$ cat src/rtl/dmem_port_arbiter.sv
// DMEM port arbiter: shares one data-memory port between the core LSU and a
// debug/loader port. Core wins by default. A streak counter lets debug in
// after MAX_CORE_BURST consecutive contended core grants. dbg_lock gives
// debug exclusive access. Read data returns to the winner one cycle after
// its grant, at full throughput.
module dmem_port_arbiter #(
    parameter int unsigned MAX_CORE_BURST = 4,  // legal range 1..15
    parameter int unsigned CNT_W          = 4
) (
    input  logic        clk,
    input  logic        rstn,

    // Core load/store unit
    input  logic        core_req,
    input  logic [31:0] core_addr,
    input  logic [31:0] core_wdata,
    input  logic [3:0]  core_we,
    input  logic [2:0]  core_ld_sel,
    output logic        core_gnt,
    output logic        core_rvalid,
    output logic [31:0] core_rdata,

    // Debug / loader port
    input  logic        dbg_req,
    input  logic [31:0] dbg_addr,
    input  logic [31:0] dbg_wdata,
    input  logic [3:0]  dbg_we,
    input  logic [2:0]  dbg_ld_sel,
    output logic        dbg_gnt,
    output logic        dbg_rvalid,
    output logic [31:0] dbg_rdata,
    input  logic        dbg_lock,

    // DMEM port
    output logic [31:0] mem_addr,
    output logic [31:0] mem_wdata,
    output logic [3:0]  mem_we,
    output logic        mem_rd,
    output logic [2:0]  mem_ld_sel,
    input  logic [31:0] mem_rdata
);

    localparam logic [CNT_W-1:0] MaxBurst = CNT_W'(MAX_CORE_BURST);

    typedef enum logic [0:0] {StIdle, StResp} state_e;

    state_e           state_q, state_d;
    logic             owner_dbg_q, owner_dbg_d;  // response owner while in StResp
    logic             is_read_q, is_read_d;
    logic [CNT_W-1:0] streak_q, streak_d;
    logic [31:0]      core_rdata_q, dbg_rdata_q;

    logic core_win, dbg_win;
    logic any_gnt;

    // Arbitration: lock first, then starvation guard, then core priority.
    always_comb begin
        core_win = 1'b0;
        dbg_win  = 1'b0;
        if (dbg_lock) begin
            dbg_win = dbg_req;
        end else if (core_req && dbg_req) begin
            if (streak_q == MaxBurst) begin
                dbg_win = 1'b1;
            end else begin
                core_win = 1'b1;
            end
        end else begin
            core_win = core_req;
            dbg_win  = dbg_req;
        end
    end

    // Grants are forced low while reset is asserted, which silences mem_* too.
    assign core_gnt = rstn & core_win;
    assign dbg_gnt  = rstn & dbg_win;
    assign any_gnt  = core_gnt | dbg_gnt;

    // Steer the winner's request onto the DMEM port; idle port drives zeros.
    always_comb begin
        mem_addr   = '0;
        mem_wdata  = '0;
        mem_we     = '0;
        mem_rd     = 1'b0;
        mem_ld_sel = '0;
        if (core_gnt) begin
            mem_addr   = core_addr;
            mem_wdata  = core_wdata;
            mem_we     = core_we;
            mem_rd     = (core_we == 4'h0);
            mem_ld_sel = core_ld_sel;
        end else if (dbg_gnt) begin
            mem_addr   = dbg_addr;
            mem_wdata  = dbg_wdata;
            mem_we     = dbg_we;
            mem_rd     = (dbg_we == 4'h0);
            mem_ld_sel = dbg_ld_sel;
        end
    end

    // Streak counter: counts contended core grants, saturating at MaxBurst.
    always_comb begin
        streak_d = streak_q;
        if (dbg_lock || !dbg_req || dbg_gnt) begin
            streak_d = '0;
        end else if (core_gnt && (streak_q != MaxBurst)) begin
            streak_d = streak_q + 1'b1;
        end
    end

    // Response FSM next state: any grant opens (or extends) a response slot.
    always_comb begin
        state_d     = StIdle;
        owner_dbg_d = owner_dbg_q;
        is_read_d   = is_read_q;
        if (any_gnt) begin
            state_d     = StResp;
            owner_dbg_d = dbg_gnt;
            is_read_d   = mem_rd;
        end
    end

    // Response outputs: rdata passes mem_rdata through during the owner's
    // rvalid cycle (writes return 0); otherwise each port holds its last value.
    always_comb begin
        core_rvalid = (state_q == StResp) && !owner_dbg_q;
        dbg_rvalid  = (state_q == StResp) &&  owner_dbg_q;
        core_rdata  = core_rdata_q;
        dbg_rdata   = dbg_rdata_q;
        if (core_rvalid) begin
            core_rdata = is_read_q ? mem_rdata : 32'h0;
        end
        if (dbg_rvalid) begin
            dbg_rdata = is_read_q ? mem_rdata : 32'h0;
        end
    end

    // State registers; reset drops any in-flight response.
    always_ff @(posedge clk or negedge rstn) begin
        if (!rstn) begin
            state_q      <= StIdle;
            owner_dbg_q  <= 1'b0;
            is_read_q    <= 1'b0;
            streak_q     <= '0;
            core_rdata_q <= '0;
            dbg_rdata_q  <= '0;
        end else begin
            state_q      <= state_d;
            owner_dbg_q  <= owner_dbg_d;
            is_read_q    <= is_read_d;
            streak_q     <= streak_d;
            core_rdata_q <= core_rdata;
            dbg_rdata_q  <= dbg_rdata;
        end
    end

    // Grants are mutually exclusive and the core never wins under lock.
    a_gnt_onehot : assert property (@(posedge clk) disable iff (!rstn)
        !(core_gnt && dbg_gnt));
    a_lock_excl : assert property (@(posedge clk) disable iff (!rstn)
        dbg_lock |-> !core_gnt);
    a_streak_sat : assert property (@(posedge clk) disable iff (!rstn)
        streak_q <= MaxBurst);

endmodule

$ cat config.mk
export PLATFORM = sky130hd
export DESIGN_NAME = dmem_port_arbiter
export DESIGN_NICKNAME = d
export VERILOG_FILES = /design/src/rtl/dmem_port_arbiter.sv
export SDC_FILE = /design/constraint.sdc
export NUM_CORES = 1
export LEC_CHECK = 0
export ABC_AREA = 1
export CAP_MARGIN = 10
export CORE_AREA = 5 5 119 121
export DETAILED_ROUTE_END_ITERATION = 10
export DIE_AREA = 0 0 124 126
export GPL_ROUTABILITY_DRIVEN = 1
export GPL_TIMING_DRIVEN = 0
export PLACE_DENSITY = 0.86
export SYNTH_ARGS = -nofsm -noshare
export SYNTH_HDL_FRONTEND = slang
export SYNTH_SLANG_ARGS = --single-unit
$ cat constraint.sdc
create_clock -name clk -period 3.2 [get_ports clk]
set_input_delay 0.96 -clock clk [delete_from_list [all_inputs] [get_ports clk]]
set_output_delay 0.96 -clock clk [all_outputs]
set_load 0.05 [all_outputs]
==> results of run 1 <==
critical path, cell delays in order:
cell and delay, ps:
clkdlybuf4s50_1 460, nand2_1 80, o21ai_0 280, clkdlybuf4s15_2 430
cells in the mapped netlist:
master / n
a21oi_1: 32
buf_1: 2
buf_2: 16
buf_6: 3
clkbuf_1: 11
clkinv_2: 1
dfrtp_1: 71
ha_1: 2
inv_1: 16
inv_2: 2
nand2_1: 289
nand2_2: 2
nand2_4: 1
nand3_1: 8
nand3_4: 1
nand4_1: 3
nor2_1: 41
nor2_4: 1
o21ai_0: 34
o22ai_1: 2
or2_2: 1
what timing repair did:
item,in CTS,in global routing
endpoints found under the setup margin,139,89
pin swaps,9,7
hold buffers,0,0
setup buffers,8,3
cloned,5,0
gates resized for setup,712,90
power by group:
| part | switching [mW] | internal [mW] |
|---|---|---|
| logic | 1.25 | 0.614 |
| registers | 0.0476 | 1.06 |
| clock network | 0.352 | 0.564 |
| total | 1.65 | 2.24 |
layer usage:
metal / wire, µm / vias to the layer above / global-route usage [%]
met5: 0 / - / 0
met4: 492 / 0 / 7.28
met3: 1980 / 32 / 8.52
met2: 9250 / 200 / 39.7
met1: 6490 / 2193 / 24.9
li1: - / 2358 / -
final cells by class:
type | count | area share [%]
Buffer | 32 | 3.08
Clock buffer | 13 | 3.39
Clock inverter | 3 | 0.228
Inverter | 19 | 1.19
Multi-Input combinational cell | 417 | 23.8
Sequential cell | 71 | 23.1
Tap cell | 176 | 2.87
Timing Repair Buffer | 332 | 42.3
metrics by stage:
stage	hold WS [ps]	util (%)	setup TNS [ps]	power, mW
after detailed placement	485	55.0	-131920	3.02
after global routing	435	59.2	-89.0	4.07
final	442	59.2	0	3.89
after floorplan	464	-	-246	2.22
after global placement	478	55.0	-403240	2.99
after CTS	435	59.4	0	3.94
cells by family (layout without fill, tap and decap cells):
family / after synthesis / in the layout
and+or+nand+nor: 347 / 347
buffers and inverters: 51 / 399
DFF: 71 / 71
adders and majority gates: 2 / 2
AOI/OAI and AO/OA: 68 / 68
worst paths after layout:
path | from | to | slack [ps] | depth (start not counted)
max | mem_rdata[10] | dbg_rdata[10] | 30 | 4
min | rstn | dbg_rdata_q[9]$_DFF_PN0_ | 440 | 1
max reg2reg | streak_q[0]$_DFFE_PN0P_ | is_read_q$_DFFE_PN0P_ | 1590 | 9
min reg2reg | dbg_rdata_q[26]$_DFF_PN0_ | dbg_rdata_q[26]$_DFF_PN0_ | 490 | 2
max in group asynchronous | rstn | dbg_rdata_q[11]$_DFF_PN0_ | 2410 | 1
min in group clk | dbg_rdata_q[26]$_DFF_PN0_ | dbg_rdata_q[26]$_DFF_PN0_ | 490 | 2
state kept, by name, indices dropped and copies added, names as in the netlist:
register,flops
streak_q,4
state_q,1
dbg_rdata_q,32
owner_dbg_q,1
core_rdata_q,32
is_read_q,1
==> results.sh, run 1 <==
export IMPL_outcome="finished, final reports clean"
export IMPL_placed_cell_area_um2=7140
export IMPL_grt_max_degree=37
export IMPL_synthAdderAreaFrac_pct=0.670
export IMPL_die_area_um2=15600
export IMPL_cts_buffers=9
export IMPL_drt_iter0_markers=224
export IMPL_yosysWarnings=0
export IMPL_synth_cell_types=21
export IMPL_syn_avg_cell_area_um2=6.93
export IMPL_synth_xor_area_share_pct=0
export IMPL_port_buffers=318
export IMPL_p_per_area_nw_per_um2=507
export IMPL_max_cap_viol_count=0
export IMPL_vdd_ir_drop_max_v=0.000271
export IMPL_slew_headroom_pct=66.2
export IMPL_synth_cells=539
export IMPL_syn_area_um2=3740
export IMPL_viasPerCell=4.50
export IMPL_first_pass_iters=6
export IMPL_drc_errors=0
export IMPL_fin_crit_sh_pct=98.9
export IMPL_fillCellCount=1175
export IMPL_tightest_slew_ps=509
export IMPL_ys_ff_latch=71
export IMPL_clk_latency_ps=330
export IMPL_min_period_ps=3170
export IMPL_core_um2=13000
export IMPL_dp_cells=1033
export IMPL_synth_net_count=720
export IMPL_setup_ws_ps=34.0
export IMPL_final_area_um2=7680
export IMPL_cts_tree="yes"
export IMPL_grt_use_total_pct=22.6
export IMPL_crit_fanout=2
export IMPL_clk_pin_slew_ps=50
export IMPL_cts_num_sinks=71
export IMPL_grt_pass1_wl_um=26800
export IMPL_gp_congestion=0.901
export IMPL_cp_data_arrival_time_ps=2210
export IMPL_report_final_hold_viol_count=0
export IMPL_wl_per_cell_um=17.1
export IMPL_final_cell_mix="269 x nand2_1, 175 x clkdlybuf4s50_1, 71 x dfrtp_1, 58 x buf_4, 42 x clkdlybuf4s15_2"
export IMPL_die_width_um=124
export IMPL_report_final_slew_viol_count=0
export IMPL_layout_commonest_cell="nand2_1"
export IMPL_start_kind="primary input"
export IMPL_setup_violations_final=0
export IMPL_diodes=0
export IMPL_clock_path_buffers=2
export IMPL_yosysSeqAreaShare_pct=47.6
export IMPL_synth_compound_area_share_pct=9.18
export IMPL_hold_class="primary input to asynchronous set/reset pin"
export IMPL_synth_area_leader_cell="dfrtp_1"
export IMPL_nets=1063
export IMPL_num_vias=4783
export IMPL_ctsHtreeMaxLevel=3
export IMPL_synth_area_leaders="dfrtp_1 48%, nand2_1 29%, o21ai_0 4.6%"
export IMPL_cp_end_kind="output pin"
export IMPL_root_buffer="clkbuf_16"
export IMPL_synth_top_family_by_area="simple AND/OR/NAND/NOR gates"
export IMPL_yosys_area_share_simple_pct=36.3
export IMPL_drive_gt1_share_pct=25.5
export IMPL_die_h_um=126
export IMPL_final_cells=1063
export IMPL_num_rows=42
export IMPL_ant_nets=0
export IMPL_multi_input_area_um2=1830
export IMPL_p_leak_nw=3.73
export IMPL_antenna_found_initial=0
export IMPL_path_class="primary input to output pin"
export IMPL_initial_core_util_pct=28.8
export IMPL_synth_top_area_share_pct=47.6
export IMPL_io_pins=319
export IMPL_grt_pass1_vias=4824
export IMPL_synthMuxAreaShare_pct=0
export IMPL_max_freq_ghz=0.316
export IMPL_regArea_um2=1780
export IMPL_skew_ps=5.08
export IMPL_cp_required_ps=2240
export IMPL_grt_overflow=0
export IMPL_syn2layout_area_growth_pct=106
export IMPL_rsz0062_at_grt="true"
export IMPL_routed_wl_um=18200
export IMPL_hpwl_um=14300
export IMPL_place_ws_ps=-1640
Note: power is estimated with default switching activity, not from simulation.
==> run 2, diff against run 1 <==
==> constraint.sdc (replaced) <==
create_clock -name clk -period 3.2 [get_ports clk]
set_input_delay 0.96 -clock clk [delete_from_list [all_inputs] [get_ports clk]]
set_output_delay 0.96 -clock clk [all_outputs]
set_load 0.01 [all_outputs]
==> results.sh, run 2 (synthesized netlist as in run 1, its figures left out) <==
export IMPL_fin_setup_tns_ps=0
export IMPL_cp_data_arrival_time_ps=2160
export IMPL_io_pins=319
export IMPL_p_per_area_nw_per_um2=418
export IMPL_cp_common_cell="nand2_2"
export IMPL_grt_use_total_pct=22.6
export IMPL_rsz0062_at_grt="true"
export IMPL_layout_commonest_cell="nand2_1"
export IMPL_grt_pass1_wl_um=26800
export IMPL_min_period_ps=3120
export IMPL_setup_violations_final=0
export IMPL_ant_nets=0
export IMPL_fin_crit_sh_pct=97.6
export IMPL_clk_latency_ps=320
export IMPL_sequentialPowerShare_pct=35.4
export IMPL_die_h_um=126
export IMPL_final_util_pct=57.8
export IMPL_first_pass_iters=4
export IMPL_start_kind="primary input"
export IMPL_grt_overflow=0
export IMPL_tightest_slew_ps=523
export IMPL_hpwl_um=14300
export IMPL_met2_usage_pct=39.1
export IMPL_num_rows=42
export IMPL_cts_tree="yes"
export IMPL_path_class="primary input to output pin"
export IMPL_drive_gt1_share_pct=15.1
export IMPL_switchingPower_uw=956
export IMPL_routed_wl_um=18200
export IMPL_final_cells=1065
export IMPL_drt_iter0_markers=232
export IMPL_place_ws_ps=-1370
export IMPL_die_width_um=124
export IMPL_vdd_ir_drop_max_v=0.000259
export IMPL_syn2layout_area_growth_pct=101
export IMPL_die_area_um2=15600
export IMPL_final_area_um2=7500
export IMPL_final_cell_mix="280 x nand2_1, 176 x clkdlybuf4s50_1, 78 x dlygate4sd2_1, 71 x dfrtp_1, 51 x buf_2"
export IMPL_top_regs="core_rdata_q x32, dbg_rdata_q x32, streak_q x4"
export IMPL_crit_fanout=6
export IMPL_grt_max_degree=38
export IMPL_port_buffers=318
export IMPL_gp_congestion=0.901
export IMPL_num_vias=4757
export IMPL_skew_ps=5.16
export IMPL_viasPerCell=4.47
export IMPL_grt_pass1_vias=4833
export IMPL_p_clk_share_pct=29.3
export IMPL_cp_end_kind="output pin"
export IMPL_max_cap_viol_count=0
export IMPL_slew_headroom_pct=65.1
export IMPL_placed_cell_area_um2=7140
export IMPL_cts_buffers=9
export IMPL_p_int_mw=2.18
export IMPL_groute_layer_met1_usage_pct=25.5
export IMPL_clock_path_buffers=2
export IMPL_wl_per_cell_um=17.1
export IMPL_initial_core_util_pct=28.8
export IMPL_hold_class="primary input to asynchronous set/reset pin"
export IMPL_dp_cells=1033
export IMPL_swShare_pct=30.5
export IMPL_clk_pin_slew_ps=50
export IMPL_report_final_slew_viol_count=0
export IMPL_p_leak_nw=3.87
export IMPL_nets=1065
export IMPL_diodes=0
export IMPL_pwr_share_comb_pct=35.4
export IMPL_report_final_hold_viol_count=0
export IMPL_grt_use_met3_pct=7.80
export IMPL_path_cells="clkdlybuf4s15_1 -> inv_2 -> nand2_2 -> nor2_2 -> nand2_2 -> nand2_4 -> inv_8 -> buf_8 -> buf_8 -> nand2_2 -> nand2_2 -> buf_6"
export IMPL_core_um2=13000
export IMPL_max_freq_ghz=0.320
export IMPL_setup_ws_ps=75.9
export IMPL_slowest_stage="clkdlybuf4s15_1"
export IMPL_grt_busiest_layer="met2"
export IMPL_antenna_found_initial=0
export IMPL_root_buffer="clkbuf_16"
export IMPL_cp_required_ps=2240
export IMPL_cts_num_sinks=71
export IMPL_max_stage_delay_ps=170
export IMPL_drc_errors=0
export IMPL_ctsHtreeMaxLevel=3
export IMPL_outcome="finished, final reports clean"
## run 2: path summary, 6_finish.rpt
check | end | from | depth (start not counted) | slack [ps]
min in group clk | dbg_rdata_q[17]$_DFF_PN0_ | dbg_rdata_q[17]$_DFF_PN0_ | 2 | 490
worst min register to register | dbg_rdata_q[17]$_DFF_PN0_ | dbg_rdata_q[17]$_DFF_PN0_ | 2 | 490
worst max-delay path | mem_addr[4] | dbg_lock | 12 | 80
worst max register to register | streak_q[3]$_DFFE_PN0P_ | streak_q[0]$_DFFE_PN0P_ | 8 | 1620
max in group asynchronous | dbg_rdata_q[15]$_DFF_PN0_ | rstn | 1 | 2410
worst min-delay path | core_rdata_q[9]$_DFF_PN0_ | rstn | 1 | 440
## run 2: metal layers
| metal | share of wire [%] | vias up |
|---|---|---|
| met3 | 11 | 32 |
| met5 | 0 | - |
| met2 | 51 | 215 |
| met1 | 36 | 2139 |
| li1 | - | 2371 |
| met4 | 2.8 | 0 |
## run 2: final cells by class
cell class                      count  area, µm²
Buffer                             32        241
Tap cell                          176        220
Inverter                           19       86.3
Clock inverter                      3       17.5
Sequential cell                    71       1780
Fill cell                        1219       5480
Timing Repair Buffer              334       3120
Multi-Input combinational cell    417       1770
Clock buffer                       13        260
## run 2: critical path: cells and delay by family
kind / cells / cell delay (ps)
buffers and inverters: 6 / 710
AND/OR/NAND/NOR: 6 / 490
## run 2: repair_timing
item,4_1_cts,5_1_grt
gates resized for setup,377,7
cloned,4,1
hold buffers,0,0
pin swaps,7,2
setup buffers,10,1
setup endpoints to repair,138,56
## run 2: power by group through the flow
stage,Clock [mW],Combinational (mW),Sequential (mW)
2_1_floorplan,0,0.425,1.11
3_3_place_gp,0,1.20,1.11
3_5_place_dp,0,1.22,1.13
4_1_cts,0.939,1.12,1.11
5_1_grt,0.979,1.21,1.12
6_report,0.918,1.11,1.11
## run 2: metrics by stage
step / hold WS [ps] / power (mW)
global placement: 478 / 2.31
finish: 441 / 3.14
global route: 434 / 3.32
floorplan: 464 / 1.53
CTS: 467 / 3.17
detailed placement: 485 / 2.34
